==> src/rtl/aq_axi_pkg.sv <==
// -----------------------------------------------------------------------------
// aq_axi_pkg
// Shared definitions for the aq AXI4-Lite initiator: response codes, the
// transaction FSM state type and the fixed PROT/CACHE attributes driven on
// every address channel.
// -----------------------------------------------------------------------------
package aq_axi_pkg;

    localparam logic [1:0] AXI_RESP_OKAY   = 2'b00;
    localparam logic [1:0] AXI_RESP_EXOKAY = 2'b01;
    localparam logic [1:0] AXI_RESP_SLVERR = 2'b10;
    localparam logic [1:0] AXI_RESP_DECERR = 2'b11;

    // Unprivileged, secure, data access; normal non-cacheable bufferable.
    localparam logic [2:0] AXI_PROT_DEFAULT  = 3'b000;
    localparam logic [3:0] AXI_CACHE_DEFAULT = 4'b0011;

    typedef enum logic [2:0] {
        ST_IDLE,
        ST_WR_REQ,
        ST_WR_RESP,
        ST_RD_REQ,
        ST_RD_DATA,
        ST_DONE
    } axi_state_e;

    // AXI4-Lite has no exclusive access, so anything but OKAY is an error.
    function automatic logic resp_is_err(input logic [1:0] resp);
        case (resp)
            AXI_RESP_OKAY:   resp_is_err = 1'b0;
            AXI_RESP_EXOKAY: resp_is_err = 1'b1;
            AXI_RESP_SLVERR: resp_is_err = 1'b1;
            AXI_RESP_DECERR: resp_is_err = 1'b1;
            default:         resp_is_err = 1'b1;
        endcase
    endfunction

endpackage

==> src/rtl/aq_axi_timeout.sv <==
// -----------------------------------------------------------------------------
// aq_axi_timeout
// Per-transaction hang timer. Cleared by load_i, counts while en_i is high and
// saturates at TIMEOUT_CYCLES-1. expire_o flags the cycle in which the count
// reaches that value, so the owner leaves its wait state exactly
// TIMEOUT_CYCLES cycles after the first counted cycle. TIMEOUT_CYCLES=0
// disables expiry.
// Ports: clk_i, rst_ni (async, active-low), load_i, en_i, expire_o.
// -----------------------------------------------------------------------------
module aq_axi_timeout #(
    parameter int unsigned TIMEOUT_CYCLES = 1024
) (
    input  logic clk_i,
    input  logic rst_ni,
    input  logic load_i,
    input  logic en_i,
    output logic expire_o
);

    localparam int unsigned CW = (TIMEOUT_CYCLES < 2) ? 1 : $clog2(TIMEOUT_CYCLES);
    localparam logic [CW-1:0] LAST = CW'(TIMEOUT_CYCLES - 1);

    logic [CW-1:0] cnt_q, cnt_d;

    always_comb begin
        cnt_d = cnt_q;
        if (load_i)
            cnt_d = '0;
        else if (en_i && (cnt_q != LAST))
            cnt_d = cnt_q + CW'(1);
    end

    always_ff @(posedge clk_i or negedge rst_ni) begin
        if (!rst_ni) cnt_q <= '0;
        else         cnt_q <= cnt_d;
    end

    assign expire_o = (TIMEOUT_CYCLES != 0) && en_i && (cnt_q == LAST);

endmodule

==> src/rtl/aq_axi_lite_master.sv <==
// -----------------------------------------------------------------------------
// aq_axi_lite_master
// AXI4-Lite initiator: converts one local-bus request into a single AXI4-Lite
// read or write, with one transaction outstanding and a bus-hang timeout.
// Ports:
//   ARESETN/ACLK            async active-low reset, clock
//   LOCAL_CS/RNW/ADDR/BE/WDATA  request (sampled in IDLE only)
//   LOCAL_ACK/RDATA/ERR, BUSY   completion pulse, read data, error, busy
//   M_AXI_AW*/W*/B*/AR*/R*  AXI4-Lite master channels
// All AXI VALID/READY and local status outputs are decoded from registered
// state only, so there is no combinational path from any input to them.
// -----------------------------------------------------------------------------
module aq_axi_lite_master
    import aq_axi_pkg::*;
#(
    parameter int unsigned ADDR_WIDTH     = 32,
    parameter int unsigned TIMEOUT_CYCLES = 1024
) (
    input  logic                  ARESETN,
    input  logic                  ACLK,
    input  logic                  LOCAL_CS,
    input  logic                  LOCAL_RNW,
    input  logic [ADDR_WIDTH-1:0] LOCAL_ADDR,
    input  logic [3:0]            LOCAL_BE,
    input  logic [31:0]           LOCAL_WDATA,
    output logic                  LOCAL_ACK,
    output logic [31:0]           LOCAL_RDATA,
    output logic                  LOCAL_ERR,
    output logic                  BUSY,
    output logic [ADDR_WIDTH-1:0] M_AXI_AWADDR,
    output logic [2:0]            M_AXI_AWPROT,
    output logic [3:0]            M_AXI_AWCACHE,
    output logic                  M_AXI_AWVALID,
    input  logic                  M_AXI_AWREADY,
    output logic [31:0]           M_AXI_WDATA,
    output logic [3:0]            M_AXI_WSTRB,
    output logic                  M_AXI_WVALID,
    input  logic                  M_AXI_WREADY,
    input  logic                  M_AXI_BVALID,
    input  logic [1:0]            M_AXI_BRESP,
    output logic                  M_AXI_BREADY,
    output logic [ADDR_WIDTH-1:0] M_AXI_ARADDR,
    output logic [2:0]            M_AXI_ARPROT,
    output logic [3:0]            M_AXI_ARCACHE,
    output logic                  M_AXI_ARVALID,
    input  logic                  M_AXI_ARREADY,
    input  logic [31:0]           M_AXI_RDATA,
    input  logic [1:0]            M_AXI_RRESP,
    input  logic                  M_AXI_RVALID,
    output logic                  M_AXI_RREADY
);

    axi_state_e            state_q, state_d;
    logic [ADDR_WIDTH-1:0] addr_q, addr_d;
    logic [3:0]            be_q, be_d;
    logic [31:0]           wdata_q, wdata_d;
    logic [31:0]           rdata_q, rdata_d;
    logic                  aw_done_q, aw_done_d;
    logic                  w_done_q, w_done_d;
    logic                  err_q, err_d;
    logic                  tmr_load, tmr_en, tmr_expire;
    logic                  aw_hs, w_hs;

    assign aw_hs  = M_AXI_AWVALID && M_AXI_AWREADY;
    assign w_hs   = M_AXI_WVALID  && M_AXI_WREADY;
    assign tmr_en = (state_q != ST_IDLE) && (state_q != ST_DONE);

    aq_axi_timeout #(.TIMEOUT_CYCLES(TIMEOUT_CYCLES)) u_timeout (
        .clk_i    (ACLK),
        .rst_ni   (ARESETN),
        .load_i   (tmr_load),
        .en_i     (tmr_en),
        .expire_o (tmr_expire)
    );

    always_comb begin
        state_d   = state_q;
        addr_d    = addr_q;
        be_d      = be_q;
        wdata_d   = wdata_q;
        rdata_d   = rdata_q;
        aw_done_d = aw_done_q;
        w_done_d  = w_done_q;
        err_d     = err_q;
        tmr_load  = 1'b0;
        case (state_q)
            ST_IDLE: begin
                if (LOCAL_CS) begin
                    addr_d    = LOCAL_ADDR;
                    be_d      = LOCAL_BE;
                    wdata_d   = LOCAL_WDATA;
                    aw_done_d = 1'b0;
                    w_done_d  = 1'b0;
                    err_d     = 1'b0;
                    tmr_load  = 1'b1;
                    state_d   = LOCAL_RNW ? ST_RD_REQ : ST_WR_REQ;
                end
            end
            ST_WR_REQ: begin
                // AW and W complete independently; advance once both are in.
                if (aw_hs) aw_done_d = 1'b1;
                if (w_hs)  w_done_d  = 1'b1;
                if ((aw_done_q || aw_hs) && (w_done_q || w_hs))
                    state_d = ST_WR_RESP;
            end
            ST_WR_RESP: begin
                if (M_AXI_BVALID) begin
                    err_d   = resp_is_err(M_AXI_BRESP);
                    state_d = ST_DONE;
                end
            end
            ST_RD_REQ: begin
                if (M_AXI_ARREADY) state_d = ST_RD_DATA;
            end
            ST_RD_DATA: begin
                if (M_AXI_RVALID) begin
                    rdata_d = M_AXI_RDATA;
                    err_d   = resp_is_err(M_AXI_RRESP);
                    state_d = ST_DONE;
                end
            end
            ST_DONE: state_d = ST_IDLE;
            default: state_d = ST_IDLE;
        endcase
        // Timeout overrides whatever the wait state was doing; read data is
        // left as it was so a hung read never reports stale bus contents.
        if (tmr_expire) begin
            state_d = ST_DONE;
            err_d   = 1'b1;
            rdata_d = rdata_q;
        end
    end

    always_ff @(posedge ACLK or negedge ARESETN) begin
        if (!ARESETN) begin
            state_q   <= ST_IDLE;
            addr_q    <= '0;
            be_q      <= '0;
            wdata_q   <= '0;
            rdata_q   <= '0;
            aw_done_q <= 1'b0;
            w_done_q  <= 1'b0;
            err_q     <= 1'b0;
        end else begin
            state_q   <= state_d;
            addr_q    <= addr_d;
            be_q      <= be_d;
            wdata_q   <= wdata_d;
            rdata_q   <= rdata_d;
            aw_done_q <= aw_done_d;
            w_done_q  <= w_done_d;
            err_q     <= err_d;
        end
    end

    assign M_AXI_AWADDR  = addr_q;
    assign M_AXI_AWPROT  = AXI_PROT_DEFAULT;
    assign M_AXI_AWCACHE = AXI_CACHE_DEFAULT;
    assign M_AXI_AWVALID = (state_q == ST_WR_REQ) && !aw_done_q;
    assign M_AXI_WDATA   = wdata_q;
    assign M_AXI_WSTRB   = be_q;
    assign M_AXI_WVALID  = (state_q == ST_WR_REQ) && !w_done_q;
    assign M_AXI_BREADY  = (state_q == ST_WR_RESP);
    assign M_AXI_ARADDR  = addr_q;
    assign M_AXI_ARPROT  = AXI_PROT_DEFAULT;
    assign M_AXI_ARCACHE = AXI_CACHE_DEFAULT;
    assign M_AXI_ARVALID = (state_q == ST_RD_REQ);
    assign M_AXI_RREADY  = (state_q == ST_RD_DATA);

    assign LOCAL_ACK   = (state_q == ST_DONE);
    assign LOCAL_ERR   = (state_q == ST_DONE) && err_q;
    assign LOCAL_RDATA = rdata_q;
    assign BUSY        = (state_q != ST_IDLE);

endmodule
==> config.mk <==
export PLATFORM = sky130hd
export DESIGN_NAME = aq_axi_lite_master
export DESIGN_NICKNAME = d
export VERILOG_FILES = /design/src/rtl/aq_axi_pkg.sv /design/src/rtl/aq_axi_timeout.sv /design/src/rtl/aq_axi_lite_master.sv
export SDC_FILE = /design/constraint.sdc
export NUM_CORES = 1
export LEC_CHECK = 0
export CORE_AREA = 4 4 116 118
export DETAILED_ROUTE_END_ITERATION = 8
export DIE_AREA = 0 0 120 122
export PLACE_DENSITY = 0.8
export REMOVE_ABC_BUFFERS = 1
export SLEW_MARGIN = 40
export SYNTH_ARGS = -nofsm -noshare
export SYNTH_HDL_FRONTEND = slang
export SYNTH_SLANG_ARGS = --single-unit
==> constraint.sdc <==
create_clock -name ACLK -period 3.05 [get_ports ACLK]
set_input_delay 0.915 -clock ACLK [delete_from_list [all_inputs] [get_ports ACLK]]
set_output_delay 0.915 -clock ACLK [all_outputs]
set_load 0.1 [all_outputs]
==> results of run 1 <==
## worst max-delay path: cells and delay by family (launching register included)
family	cells	cell delay [ns]
buffers and inverters	1	0.21
AND/OR/NAND/NOR	3	0.69
flip-flops	1	0.56
## cells in the final DEF, fill, tap and decap left out, types with 2 or more instances in the layout
| cell type | n |
|---|---|
| conb_1 | 14 |
| buf_12 | 8 |
| nand2b_1 | 2 |
| xor2_1 | 3 |
| o21ai_0 | 6 |
| inv_6 | 2 |
| nand3_1 | 8 |
| clkbuf_16 | 17 |
| bufinv_16 | 4 |
| nor2b_1 | 4 |
| nor3_1 | 2 |
| mux2i_1 | 3 |
| and3_1 | 4 |
| inv_1 | 2 |
| or3_1 | 2 |
| nand4_1 | 3 |
| nor2_1 | 14 |
| a21oi_1 | 12 |
| and2_1 | 2 |
| mux2_4 | 30 |
| nand2_1 | 11 |
| dfrtp_1 | 116 |
| xnor2_1 | 2 |
| mux2_1 | 10 |
| buf_4 | 137 |
| clkdlybuf4s50_1 | 111 |
| mux2_2 | 61 |
| clkinvlp_4 | 2 |
| clkinv_4 | 5 |
## per-layer routing
layer  GRT usage [%]  part of all wire (%)
met2            32.0                    55
met5               0                     0
met4            7.09                   1.5
met1            18.8                    36
met3            6.36                   7.2
## cell families (layout without fill, tap and decap cells)
| kind of cell | count (synthesis) | after routing | share of synthesized area, % |
|---|---|---|---|
| flops | 116 | 116 | 55.1 |
| mux | 104 | 104 | 24.3 |
| buf+inv | 65 | 290 | 9.15 |
| simple gates | 59 | 59 | 6.09 |
| compound gates | 32 | 32 | 4.09 |
| xor+xnor | 5 | 5 | 0.832 |
| other cells | 2 | 14 | 0.143 |
| fa+ha+maj | 1 | 1 | 0.238 |
## state kept, by name (all words and copies together), names as in the netlist
register,flops
aw_done_q,1
u_timeout.cnt_q,10
w_done_q,1
M_AXI_WDATA,32
M_AXI_WSTRB,4
err_q,1
state_q,3
LOCAL_RDATA,32
M_AXI_ARADDR,32
## worst max-delay path by stage
| stage | to | cells past startpoint | start |
|---|---|---|---|
| 2_1_floorplan | LOCAL_RDATA[0]$_DFFE_PN0P_ | 4 | state_q[1]$_DFFE_PN0P_ |
| 3_3_place_gp | M_AXI_WDATA[18]$_DFFE_PN0P_ | 5 | LOCAL_CS |
| 3_5_place_dp | M_AXI_ARADDR[30]$_DFFE_PN0P_ | 5 | LOCAL_CS |
| 4_1_cts | M_AXI_AWVALID | 4 | state_q[1]$_DFFE_PN0P_ |
| 5_1_grt | M_AXI_BREADY | 3 | state_q[1]$_DFFE_PN0P_ |
| 6_report | M_AXI_WVALID | 4 | state_q[1]$_DFFE_PN0P_ |
## layout make-up
cell class              count  area (um^2)
clock buffers              18          439
clock inverters            14          201
fillers                   947         4480
inverters                   2         7.51
multi-input cells         215         1920
flip-flops and latches    116         2900
well taps                 172          215
repair buffers            256         2300
## through the flow
step / hold slack [ns] / cell area, um^2 / std cells / TNS [ns] / setup WS (ns)
final: 0.459 / 7990 / 793 / 0 / 0.295
after global routing: 0.482 / 7990 / 793 / 0 / 0.0784
after CTS: 0.464 / 7990 / 793 / 0 / 0.266
after detailed placement: 0.481 / 7350 / 761 / 0 / 0.442
after global placement: 0.475 / 7350 / 761 / 0 / 0.504
after floorplan: 0.462 / 4830 / 333 / -15.04 / -0.470
==> results.sh, run 1 <==
export IMPL_cts_tree="done"
export IMPL_syn_avg_cell_area_um2=13.7
export IMPL_ys_warn_count=0
export IMPL_drtIter0Drc=212
export IMPL_htree_levels=4
export IMPL_setup_worst_path_class="flip-flop to output pin"
export IMPL_ios=267
export IMPL_critPathSlowestCell="dfrtp_1"
export IMPL_final_core_util_pct=64.1
export IMPL_fin_nets=722
export IMPL_crit_path_start_kind="flip-flop"
export IMPL_critPathCaptureType="output pin"
export IMPL_cts_buffer_depth=2
export IMPL_crit_fanout=18
export IMPL_synth_seq_area_share_pct=55.1
export IMPL_yosysUniqueCellTypes=47
export IMPL_synth_area_top_cells="dfrtp_1, mux2_2, mux2_4"
export IMPL_hpwl_um=9760
export IMPL_worstReg2RegStart="state_q[0]$_DFFE_PN0P_"
export IMPL_grt_usage_pct=17.7
export IMPL_wl_per_cell_um=16.3
export IMPL_slowest_delay_ns=0.56
export IMPL_finalCriticalPeriod_ns=2.76
export IMPL_die_width_um=120
export IMPL_hold_viol=0
export IMPL_syn_to_final_growth_pct=51.8
export IMPL_status="complete, no violations"
export IMPL_via_per_inst=4.69
export IMPL_netlist_area_um2=5260
export IMPL_antenna_cells=0
export IMPL_coreArea_um2=12500
export IMPL_syn_inst=384
export IMPL_synth_most_common_cell="dfrtp_1"
export IMPL_vias=3720
export IMPL_clk_insertion_delay_late_ns=0.40
export IMPL_setup_violations=0
export IMPL_maxCapViolCount=0
export IMPL_rsz0062_at_grt="no"
export IMPL_dieHeight_um=122
export IMPL_antenna_left=0
export IMPL_fmax_ghz=0.363
export IMPL_r2r_end="LOCAL_RDATA[22]$_DFFE_PN0P_"
export IMPL_synth_top_cell_by_area="dfrtp_1"
export IMPL_path_clk_slew_ns=0.06
export IMPL_cts_sinks=116
export IMPL_cts_root_buffer="clkbuf_16"
export IMPL_synth_top_area_share_pct=55.1
export IMPL_synth_common_cells="dfrtp_1, mux2_2, buf_4, mux2_4, nor2_1"
export IMPL_cts_setup_buffers=0
export IMPL_ys_ff_latch=116
export IMPL_grt_overflow_total=0
export IMPL_maxSlewViolCount=0
export IMPL_slew_headroom_pct=48.2
export IMPL_grt_pass1_wl_um=20300
export IMPL_cts_made_buffers=17
export IMPL_ff2ff_path_depth=5
export IMPL_drive_above_1_share_pct=44.1
export IMPL_cts_resized=0
export IMPL_remaining_drc_errors=0
export IMPL_grt_max_degree=79
export IMPL_wl_um=12900
export IMPL_synthArstFlopShare_pct=100
export IMPL_crit_chain="nor2_1 -> nand2_1 -> nor2_1 -> buf_12"
export IMPL_portBuffers=252
export IMPL_synth_edf_count=0
export IMPL_initial_core_util_pct=42.2
export IMPL_antenna_found_initial=0
export IMPL_rows=41
export IMPL_drtPass1Iterations=4
export IMPL_cpMostUsedCell="nor2_1"
export IMPL_skew_ns=0.0150
export IMPL_ctsHoldBuffers=0
export IMPL_tightest_slew_ns=0.775
export IMPL_cp_required_ns=2.13
export IMPL_first_global_vias=4028
export IMPL_synth_flop_cell="dfrtp_1"
export IMPL_routabilityCongestion=0.792
export IMPL_arrival_ns=1.84
export IMPL_dieArea_um2=14600
export IMPL_post_route_period_util_pct=90.3
export IMPL_hp_class="input pin to asynchronous set/reset pin"
export IMPL_r2r_slack_ns=0.62
Power of run 1 is left out: the tool's default activity adds up to more than one toggle a clock period on the data nets, which glitch-free logic cannot reach.
==> run 2, diff against run 1 <==
CORE_AREA = 2 2 112 114   (was 4 4 116 118)
DIE_AREA = 0 0 114 116   (was 0 0 120 122)
DONT_BUFFER_PORTS = 1   (was not set)
PLACE_DENSITY = 0.54   (was 0.8)
==> run 2 against run 1 <==
  * Via count fell by 25%
  * Critical path type unchanged
  * Critical endpoint is now M_AXI_AWVALID
  * Utilization shrank 14 points
  * Routed wire length decreased by 25%
  * Final cell count down 33%
  * First-iteration DRC count is 25% lower
  * Largest cell class unchanged
  * Sequential share of layout area up 15 points
==> results.sh, run 2 (same netlist as run 1, synthesis figures left out) <==
export IMPL_grt_overflow_total=0
export IMPL_remaining_drc_errors=0
export IMPL_rsz0062_at_grt="no"
export IMPL_cts_tree="done"
export IMPL_wl_per_cell_um=18.3
export IMPL_hp_class="input pin to asynchronous set/reset pin"
export IMPL_antenna_cells=0
export IMPL_die_width_um=114
export IMPL_setup_violations=0
export IMPL_first_global_vias=2783
export IMPL_path_clk_slew_ns=0.05
export IMPL_portBuffers=0
export IMPL_wl_um=9680
export IMPL_fmax_ghz=0.364
export IMPL_stdcell_area_um2=5960
export IMPL_hold_viol=0
export IMPL_fin_hold_ws_ns=0.209
export IMPL_vias=2805
export IMPL_cts_made_buffers=17
export IMPL_antenna_found_initial=0
export IMPL_rows=40
export IMPL_maxCapViolCount=0
export IMPL_cts_buffer_depth=2
export IMPL_clk_insertion_delay_late_ns=0.40
export IMPL_coreArea_um2=11900
export IMPL_cp_required_ns=2.13
export IMPL_dieArea_um2=13200
export IMPL_crit_path_start_kind="flip-flop"
export IMPL_status="complete, no violations"
export IMPL_cts_setup_buffers=0
export IMPL_initial_core_util_pct=44.2
export IMPL_hpwl_um=6680
export IMPL_slew_headroom_pct=40.5
export IMPL_dpl_cell_area_um2=5380
export IMPL_arrival_ns=1.83
export IMPL_drive_above_1_share_pct=61.7
export IMPL_grt_max_degree=117
export IMPL_placedCellCount=496
export IMPL_maxSlewViolCount=0
export IMPL_fin_nets=482
export IMPL_htree_levels=4
export IMPL_via_per_inst=5.31
export IMPL_drtIter0Drc=158
export IMPL_cts_sinks=116
export IMPL_ios=267
export IMPL_cts_resized=0
export IMPL_crit_fanout=18
export IMPL_dieHeight_um=116
export IMPL_tightest_slew_ns=0.893
export IMPL_regArea_um2=3090
export IMPL_cts_root_buffer="clkbuf_16"
export IMPL_routabilityCongestion=0.752
export IMPL_setup_worst_path_class="flip-flop to output pin"
export IMPL_finalCriticalPeriod_ns=2.74
export IMPL_grt_usage_pct=14.3
export IMPL_skew_ns=0.00748
export IMPL_post_route_period_util_pct=90.0
export IMPL_mostFrequentLayoutCell="dfrtp_2"
export IMPL_layout_common_cells="dfrtp_2, mux2_2, mux2_4"
export IMPL_syn_to_final_growth_pct=13.2
export IMPL_final_cells=528
export IMPL_drtPass1Iterations=4
export IMPL_grt_pass1_wl_um=14300
export IMPL_antenna_left=0
export IMPL_multi_input_area_um2=1940
export IMPL_n_fill_cell=1008
export IMPL_ctsHoldBuffers=0
export IMPL_critPathCaptureType="output pin"
-- run 2: per-layer routing --
| layer | global-route usage [%] | routed length [um] |
|---|---|---|
| met1 | 16.7 | 3810 |
| met2 | 22.6 | 4880 |
| met3 | 6.38 | 788 |
| met4 | 7.32 | 212 |
| met5 | 0 | 0 |
-- run 2: metrics by stage --
step / setup TNS (ns) / setup slack (ns) / utilization [%]
after floorplan: -15.04 / -0.470 / -
after global placement: 0 / 0.768 / 44.0
after detailed placement: 0 / 0.734 / 45.1
after CTS: 0 / 0.299 / 49.7
after global routing: 0 / 0.170 / 50.0
final: 0 / 0.306 / 50.0
-- run 2: path summary, 6_finish.rpt --
check / from / endpoint / slack (ns) / depth (start not counted)
min in group ACLK: err_q$_DFFE_PN0P_ / err_q$_DFFE_PN0P_ / 0.50 / 1
min reg2reg: err_q$_DFFE_PN0P_ / err_q$_DFFE_PN0P_ / 0.50 / 1
max reg2reg: state_q[0]$_DFFE_PN0P_ / M_AXI_WDATA[22]$_DFFE_PN0P_ / 0.77 / 4
min: ARESETN / M_AXI_ARADDR[17]$_DFFE_PN0P_ / 0.21 / 0
max: state_q[1]$_DFFE_PN0P_ / M_AXI_AWVALID / 0.31 / 4
max in group asynchronous: ARESETN / M_AXI_ARADDR[29]$_DFFE_PN0P_ / 2.63 / 0
-- run 2: layout make-up --
cell class / count / area share, %
repair buffers: 16 / 3.34
clock buffers: 28 / 8.67
clock inverters: 4 / 0.378
well taps: 147 / 3.09
multi-input cells: 215 / 32.6
inverters: 2 / 0.126
flip-flops and latches: 116 / 51.8
-- run 2: critical path: stages, from the launching register on --
cell and delay, ns:
dfrtp_1 0.56, nor2_1 0.32, nand2_1 0.15, nor2_2 0.12, buf_4 0.29
Power of run 2 is left out for the same reason.
